File: src/rtl/layer_mac_engine.sv
// layer_mac_engine: one fully connected layer's pre-activation vector,
//   out[j] = sum_i W[j][i]*x[i] + b[j]
// using a single time-shared multiplier. Weights come from an external
// synchronous memory with one cycle of read latency.
// Build option: define MAC_SATURATE_EN to clamp each result to the signed
// DATA_W range; without it the low DATA_W bits are kept (two's-complement wrap).
`ifndef MAX_NEURONS
`define MAX_NEURONS 4
`endif

module layer_mac_engine #(
  parameter int N      = `MAX_NEURONS,
  parameter int DATA_W = 16,
  parameter int FRAC   = 8,
  parameter int ADDR_W = $clog2(N*N)
) (
  input  logic                    clk,
  input  logic                    rst,
  input  logic                    start,
  input  logic [$clog2(N+1)-1:0]  n_in,
  input  logic [$clog2(N+1)-1:0]  n_out,
  input  logic [N*DATA_W-1:0]     input_vector,
  input  logic [N*DATA_W-1:0]     bias_vector,
  output logic                    w_rd_en,
  output logic [ADDR_W-1:0]       w_addr,
  input  logic [DATA_W-1:0]       w_data,
  output logic                    busy,
  output logic                    done,
  output logic                    err,
  output logic [N*DATA_W-1:0]     output_vector
);

  localparam int CNT_W = $clog2(N+1);
  localparam int IDX_W = (N > 1) ? $clog2(N) : 1;
  localparam int ACC_W = 2*DATA_W + $clog2(N) + 1;

  localparam logic signed [ACC_W-1:0] SAT_MAX = {{(ACC_W-DATA_W+1){1'b0}}, {(DATA_W-1){1'b1}}};
  localparam logic signed [ACC_W-1:0] SAT_MIN = {{(ACC_W-DATA_W+1){1'b1}}, {(DATA_W-1){1'b0}}};

  typedef enum logic [1:0] {IDLE, ISSUE, WRITE, DONE} state_t;

  state_t                  state;
  logic [CNT_W-1:0]        n_in_q, n_out_q;
  logic [IDX_W-1:0]        i_idx, j_idx, i_prev;
  logic                    rd_pend;
  logic [ADDR_W-1:0]       row_base;
  logic signed [ACC_W-1:0] acc;
  logic [DATA_W-1:0]       x_q [N];
  logic [DATA_W-1:0]       b_q [N];

  logic                    accept, illegal, last_i, last_j;
  logic [DATA_W-1:0]       x_sel, b_sel;
  logic signed [2*DATA_W-1:0] w_ext, x_ext, prod;
  logic signed [ACC_W-1:0] prod_ext, bias_scaled, final_sum, shifted;
  logic [DATA_W-1:0]       lane_result;

  assign accept  = (state == IDLE) && start;
  assign illegal = (n_in == '0) || (n_in > CNT_W'(N)) || (n_out == '0) || (n_out > CNT_W'(N));
  assign last_i  = (CNT_W'(i_idx) == n_in_q - CNT_W'(1));
  assign last_j  = (CNT_W'(j_idx) == n_out_q - CNT_W'(1));

  // Latch the operand vectors when a computation is accepted.
  // NOTE: operand storage has no reset; it is never read before a start reloads it.
  always_ff @(posedge clk) begin
    if (accept) begin
      for (int k = 0; k < N; k++) begin
        x_q[k] <= input_vector[k*DATA_W +: DATA_W];
        b_q[k] <= bias_vector[k*DATA_W +: DATA_W];
      end
    end
  end

  // Shared multiplier and row finalisation: product of the returned weight
  // with the element issued one cycle earlier, plus scaled bias and narrowing.
  // NOTE: every always_comb output is given a default first so no latch is inferred.
  always_comb begin
    x_sel       = x_q[i_prev];
    b_sel       = b_q[j_idx];
    w_ext       = {{DATA_W{w_data[DATA_W-1]}}, w_data};
    x_ext       = {{DATA_W{x_sel[DATA_W-1]}}, x_sel};
    prod        = w_ext * x_ext;
    prod_ext    = {{(ACC_W-2*DATA_W){prod[2*DATA_W-1]}}, prod};
    bias_scaled = {{(ACC_W-DATA_W-FRAC){b_sel[DATA_W-1]}}, b_sel, {FRAC{1'b0}}};
    final_sum   = acc + prod_ext + bias_scaled;
    shifted     = final_sum >>> FRAC;
    lane_result = shifted[DATA_W-1:0];
`ifdef MAC_SATURATE_EN
    if (shifted > SAT_MAX) begin
      lane_result = SAT_MAX[DATA_W-1:0];
    end else if (shifted < SAT_MIN) begin
      lane_result = SAT_MIN[DATA_W-1:0];
    end
`endif
  end

  // Control FSM with registered outputs: issue one weight read per cycle,
  // accumulate the returning products, write one lane per row.
  // NOTE: state is updated with non-blocking assignments so all registers see pre-edge values.
  always_ff @(posedge clk) begin
    if (rst) begin
      state         <= IDLE;
      busy          <= 1'b0;
      done          <= 1'b0;
      err           <= 1'b0;
      w_rd_en       <= 1'b0;
      w_addr        <= '0;
      output_vector <= '0;
      i_idx         <= '0;
      j_idx         <= '0;
      i_prev        <= '0;
      acc           <= '0;
      rd_pend       <= 1'b0;
      row_base      <= '0;
      n_in_q        <= '0;
      n_out_q       <= '0;
    end else begin
      done    <= 1'b0;
      rd_pend <= w_rd_en;
      i_prev  <= i_idx;
      case (state)
        IDLE: begin
          if (start) begin
            n_in_q        <= n_in;
            n_out_q       <= n_out;
            output_vector <= '0;
            i_idx         <= '0;
            j_idx         <= '0;
            acc           <= '0;
            row_base      <= '0;
            w_addr        <= '0;
            busy          <= 1'b1;
            if (illegal) begin
              err   <= 1'b1;
              state <= DONE;
            end else begin
              err     <= 1'b0;
              w_rd_en <= 1'b1;
              state   <= ISSUE;
            end
          end
        end
        ISSUE: begin
          // The first issue of a row has no weight in flight yet.
          if (rd_pend) begin
            acc <= acc + prod_ext;
          end
          if (last_i) begin
            w_rd_en <= 1'b0;
            state   <= WRITE;
          end else begin
            i_idx  <= i_idx + IDX_W'(1);
            w_addr <= w_addr + ADDR_W'(1);
          end
        end
        WRITE: begin
          output_vector[int'(j_idx)*DATA_W +: DATA_W] <= lane_result;
          acc   <= '0;
          i_idx <= '0;
          if (last_j) begin
            state <= DONE;
          end else begin
            j_idx    <= j_idx + IDX_W'(1);
            row_base <= row_base + ADDR_W'(N);
            w_addr   <= row_base + ADDR_W'(N);
            w_rd_en  <= 1'b1;
            state    <= ISSUE;
          end
        end
        DONE: begin
          done  <= 1'b1;
          busy  <= 1'b0;
          state <= IDLE;
        end
        default: state <= IDLE;
      endcase
    end
  end

endmodule

File: config.mk
export PLATFORM = sky130hd
export DESIGN_NAME = layer_mac_engine
export DESIGN_NICKNAME = d
export VERILOG_FILES = /design/src/rtl/layer_mac_engine.sv
export SDC_FILE = /design/constraint.sdc
export NUM_CORES = 1
export LEC_CHECK = 0
export CORE_MARGIN = 2
export CORE_UTILIZATION = 45
export DETAILED_ROUTE_END_ITERATION = 16
export PLACE_DENSITY_LB_ADDON = 0.12
export SETUP_SLACK_MARGIN = 0.15
export SYNTH_ARGS = -nofsm -noshare
export SYNTH_HDL_FRONTEND = slang
export SYNTH_SLANG_ARGS = --single-unit
File: constraint.sdc
create_clock -name clk -period 12.6 [get_ports clk]
set_input_delay 2.52 -clock clk [delete_from_list [all_inputs] [get_ports clk]]
set_output_delay 2.52 -clock clk [all_outputs]
set_load 0.05 [all_outputs]
==> flow_metrics.py <==
metrics = {
    "timing": {
        "relSlewSlack_pct": 12.4,
        "maxSlewViolCount": 0,
        "finalHoldViolCount": 0,
        "setup_tns_ns": 0,
        "rsz0062_at_grt": "false",
        "max_clock_freq_mhz": 93.1,
        "final.min_clock_period_ns": 10.74,
        "setup_viol": 0,
        "worst_slew_pin_slew_ns": 1.31,
        "finClkSkew_ns": 0.0178,
        "period_share_pct": 85.3,
    },
    "logic_synthesis": {
        "synthCells": 1727,
        "yosysMostFrequentCell": "inv_1",
        "synth-edff-count": 128,
        "synth_common_cells": "inv_1, fa_1, and2_1, nand2_1, edfxtp_1",
        "async_flop_share_pct": 0,
        "ys_warn_count": 0,
        "post_synth.cell_area_avg_um2": 10.5,
        "yosysSeqAreaShare_pct": 33.8,
        "netlist_area_um2": 18200,
        "synth_area_leaders": "fa_1, edfxtp_1, dfxtp_1",
        "synth_cell_type_count": 67,
        "synth_fp_nets": 2197,
        "yosysTopAreaCell": "fa_1",
        "ys_ff_latch": 243,
        "netlist.area_leader.share_pct": 23.1,
        "ys.flop_type": "edfxtp_1",
    },
    "outcome": {
        "status": "finished clean",
    },
    "hold_path": {
        "hp-class": "reg2reg",
        "holdPathStages": 2,
        "min_to": "acc[0]",
        "worstHoldStart": "acc[0]",
    },
    "drt": {
        "drt_iter0_markers": 561,
        "route.met3.wl_um": 2230,
        "via_per_inst": 5.11,
        "drt_wl_total_um": 46100,
        "postRouteAntennaNets": 0,
        "wire_per_inst_um": 18.7,
        "wl_met2_um": 22000,
        "drc": 0,
        "route.top_layer_used": "met5",
        "vias": 12610,
        "wl_met1_um": 20400,
        "dr.pass1.iters": 5,
    },
    "cts": {
        "clkSinkCount": 243,
        "numCtsBuffers": 25,
        "cts_tree": "yes",
        "ctsHoldBuffers": 0,
        "cts_root_buf": "clkbuf_16",
        "clock_latency_ns": 0.55,
        "cts_resized": 0,
        "h-tree-depth": 1,
        "clk_pin_slew_ns": 0.06,
        "postCtsSetupRepairBufs": 0,
        "clock_path_buffers": 3,
    },
    "floorplanning": {
        "fp.dieArea_um2": 42000,
        "ioPinCount": 225,
        "start_util_pct": 45.6,
        "core_um2": 39800,
        "die_h_um": 205,
        "row_count": 73,
        "die_w_um": 205,
    },
    "setup_path": {
        "endpoint_kind": "flip-flop",
        "cp_common_cell": "fa_1",
        "rr_worst_depth": 29,
        "worstPathRequired_ns": 12.99,
        "crit_buf_inv": 5,
        "start_kind": "input port",
        "r2r_end": "output_vector[47]",
        "crit_path_top_delay_cell": "clkdlybuf4s50_1",
        "path_class": "in2reg",
        "arrival_ns": 11.13,
        "path_max_fanout": 16,
        "rrSetupSlack_ns": 3.20,
        "cp_top_family": "adder cells",
        "max_stage_delay_ns": 0.74,
    },
    "global_route": {
        "grt_max_degree": 74,
        "antenna_found_initial": 2,
        "grt_pass1_wl_um": 74100,
        "grt-ovfl-total": 0,
        "groute.usage.overall_pct": 23.0,
        "grt_pass1_vias": 13491,
    },
    "placement": {
        "hpwl_um": 36200,
        "portBuffers": 224,
        "gp_congestion": 0.893,
    },
    "cells_and_area": {
        "fin_nets": 2392,
        "drive_gt1_share_pct": 5.10,
        "multiInputGateArea_um2": 10500,
        "seq_area_um2": 6150,
        "fill_cells": 3563,
        "area_growth_pct": 20.0,
    },
    "run": {
        "maxCapViolCount": 0,
    },
}
==> worst register-to-register path, delay by kind of cell, from the launching register on <==
kind                     cells  cell delay [ns]
adder cells (fa/ha/maj)      8             3.87
XOR/XNOR                     2             0.54
buffers and inverters        5             0.59
AO/OA/AOI/OAI                9             2.25
AND/OR/NAND/NOR              4             0.93
multiplexers                 1             0.79
flip-flops                   1             0.31
==> cell usage in the layout, fill, tap and decap left out, types with 29 or more instances in the layout <==
| cell | synthesis | final |
|---|---|---|
| a22oi_1 | 65 | 65 |
| a21oi_1 | 54 | 54 |
| mux4_2 | 29 | 29 |
| inv_1 | 337 | 337 |
| and2_1 | 140 | 140 |
| nand2_1 | 140 | 140 |
| fa_1 | 210 | 210 |
| clkdlybuf4s50_1 | 0 | 223 |
| edfxtp_1 | 128 | 128 |
| dfxtp_1 | 115 | 115 |
| ha_1 | 107 | 107 |
| xnor2_1 | 41 | 41 |
| nor2_1 | 114 | 114 |
==> worst max-delay path by stage <==
stage | from | endpoint | slack (ns) | depth (start not counted)
after CTS | w_data[6] | output_vector[47] | 1.92 | 28
after detailed placement | w_data[6] | output_vector[47] | 1.39 | 28
after global routing | w_data[6] | output_vector[47] | 1.33 | 28
after global placement | w_data[6] | output_vector[47] | 1.53 | 28
final | w_data[5] | output_vector[47] | 1.86 | 28
after floorplan | w_data[6] | output_vector[15] | 2.85 | 28
==> cell type report <==
type / count / area share (%)
Antenna cell: 1 / 0.0115
Clock buffer: 29 / 3.08
Clock inverter: 17 / 1.06
Inverter: 339 / 5.85
Multi-Input combinational cell: 1079 / 48.2
Sequential cell: 243 / 28.2
Tap cell: 525 / 3.01
Timing Repair Buffer: 234 / 10.6
==> routing by layer <==
metal  track usage (%)  vias to the layer above
li1                  -                     5957
met1              31.3                     6297
met2              38.1                      290
met3              3.20                       64
met4              7.48                        2
met5                 0                        -
==> per-stage QoR <==
stage | hold slack [ns] | cells | setup WS (ns) | cell area [µm²] | util (%)
2_1_floorplan | 0.436 | 1727 | 2.85 | 18200 | -
3_3_place_gp | 0.445 | 2420 | 1.53 | 20900 | 52.5
3_5_place_dp | 0.451 | 2420 | 1.39 | 20900 | 52.5
4_1_cts | 0.460 | 2466 | 1.92 | 21800 | 54.8
5_1_grt | 0.476 | 2467 | 1.33 | 21800 | 54.8
6_report | 0.457 | 2467 | 1.86 | 21800 | 54.8
==> state kept, by name, indices dropped and copies added (netlist names), named ones only <==
| name | cells |
|---|---|
| b_q | 64 |
| output_vector | 64 |
| x_q | 64 |
| acc | 24 |
| w_addr | 4 |
| n_in_q | 3 |
| n_out_q | 3 |
| i_idx | 2 |
| j_idx | 2 |
| row_base | 2 |
| state | 2 |
| busy | 1 |
| done | 1 |
| err | 1 |
| rd_pend | 1 |
| w_rd_en | 1 |
==> logic make-up (layout without fill, tap and decap cells) <==
logic type                 after synthesis  after routing  synth area share (%)
and+or+nand+nor                        462            462                  12.3
buffers and inverters                  405            619                  8.44
adders and majority gates              317            317                  30.5
DFF                                    243            243                  33.8
AOI/OAI and AO/OA                      206            206                  7.71
xor gates and xnor gates                61             61                  3.24
muxes                                   33             33                  4.00
other                                    0              1                     0
Power is not shown: default switching activity piles up to over one toggle a cycle in this logic, so the estimate is an artifact.
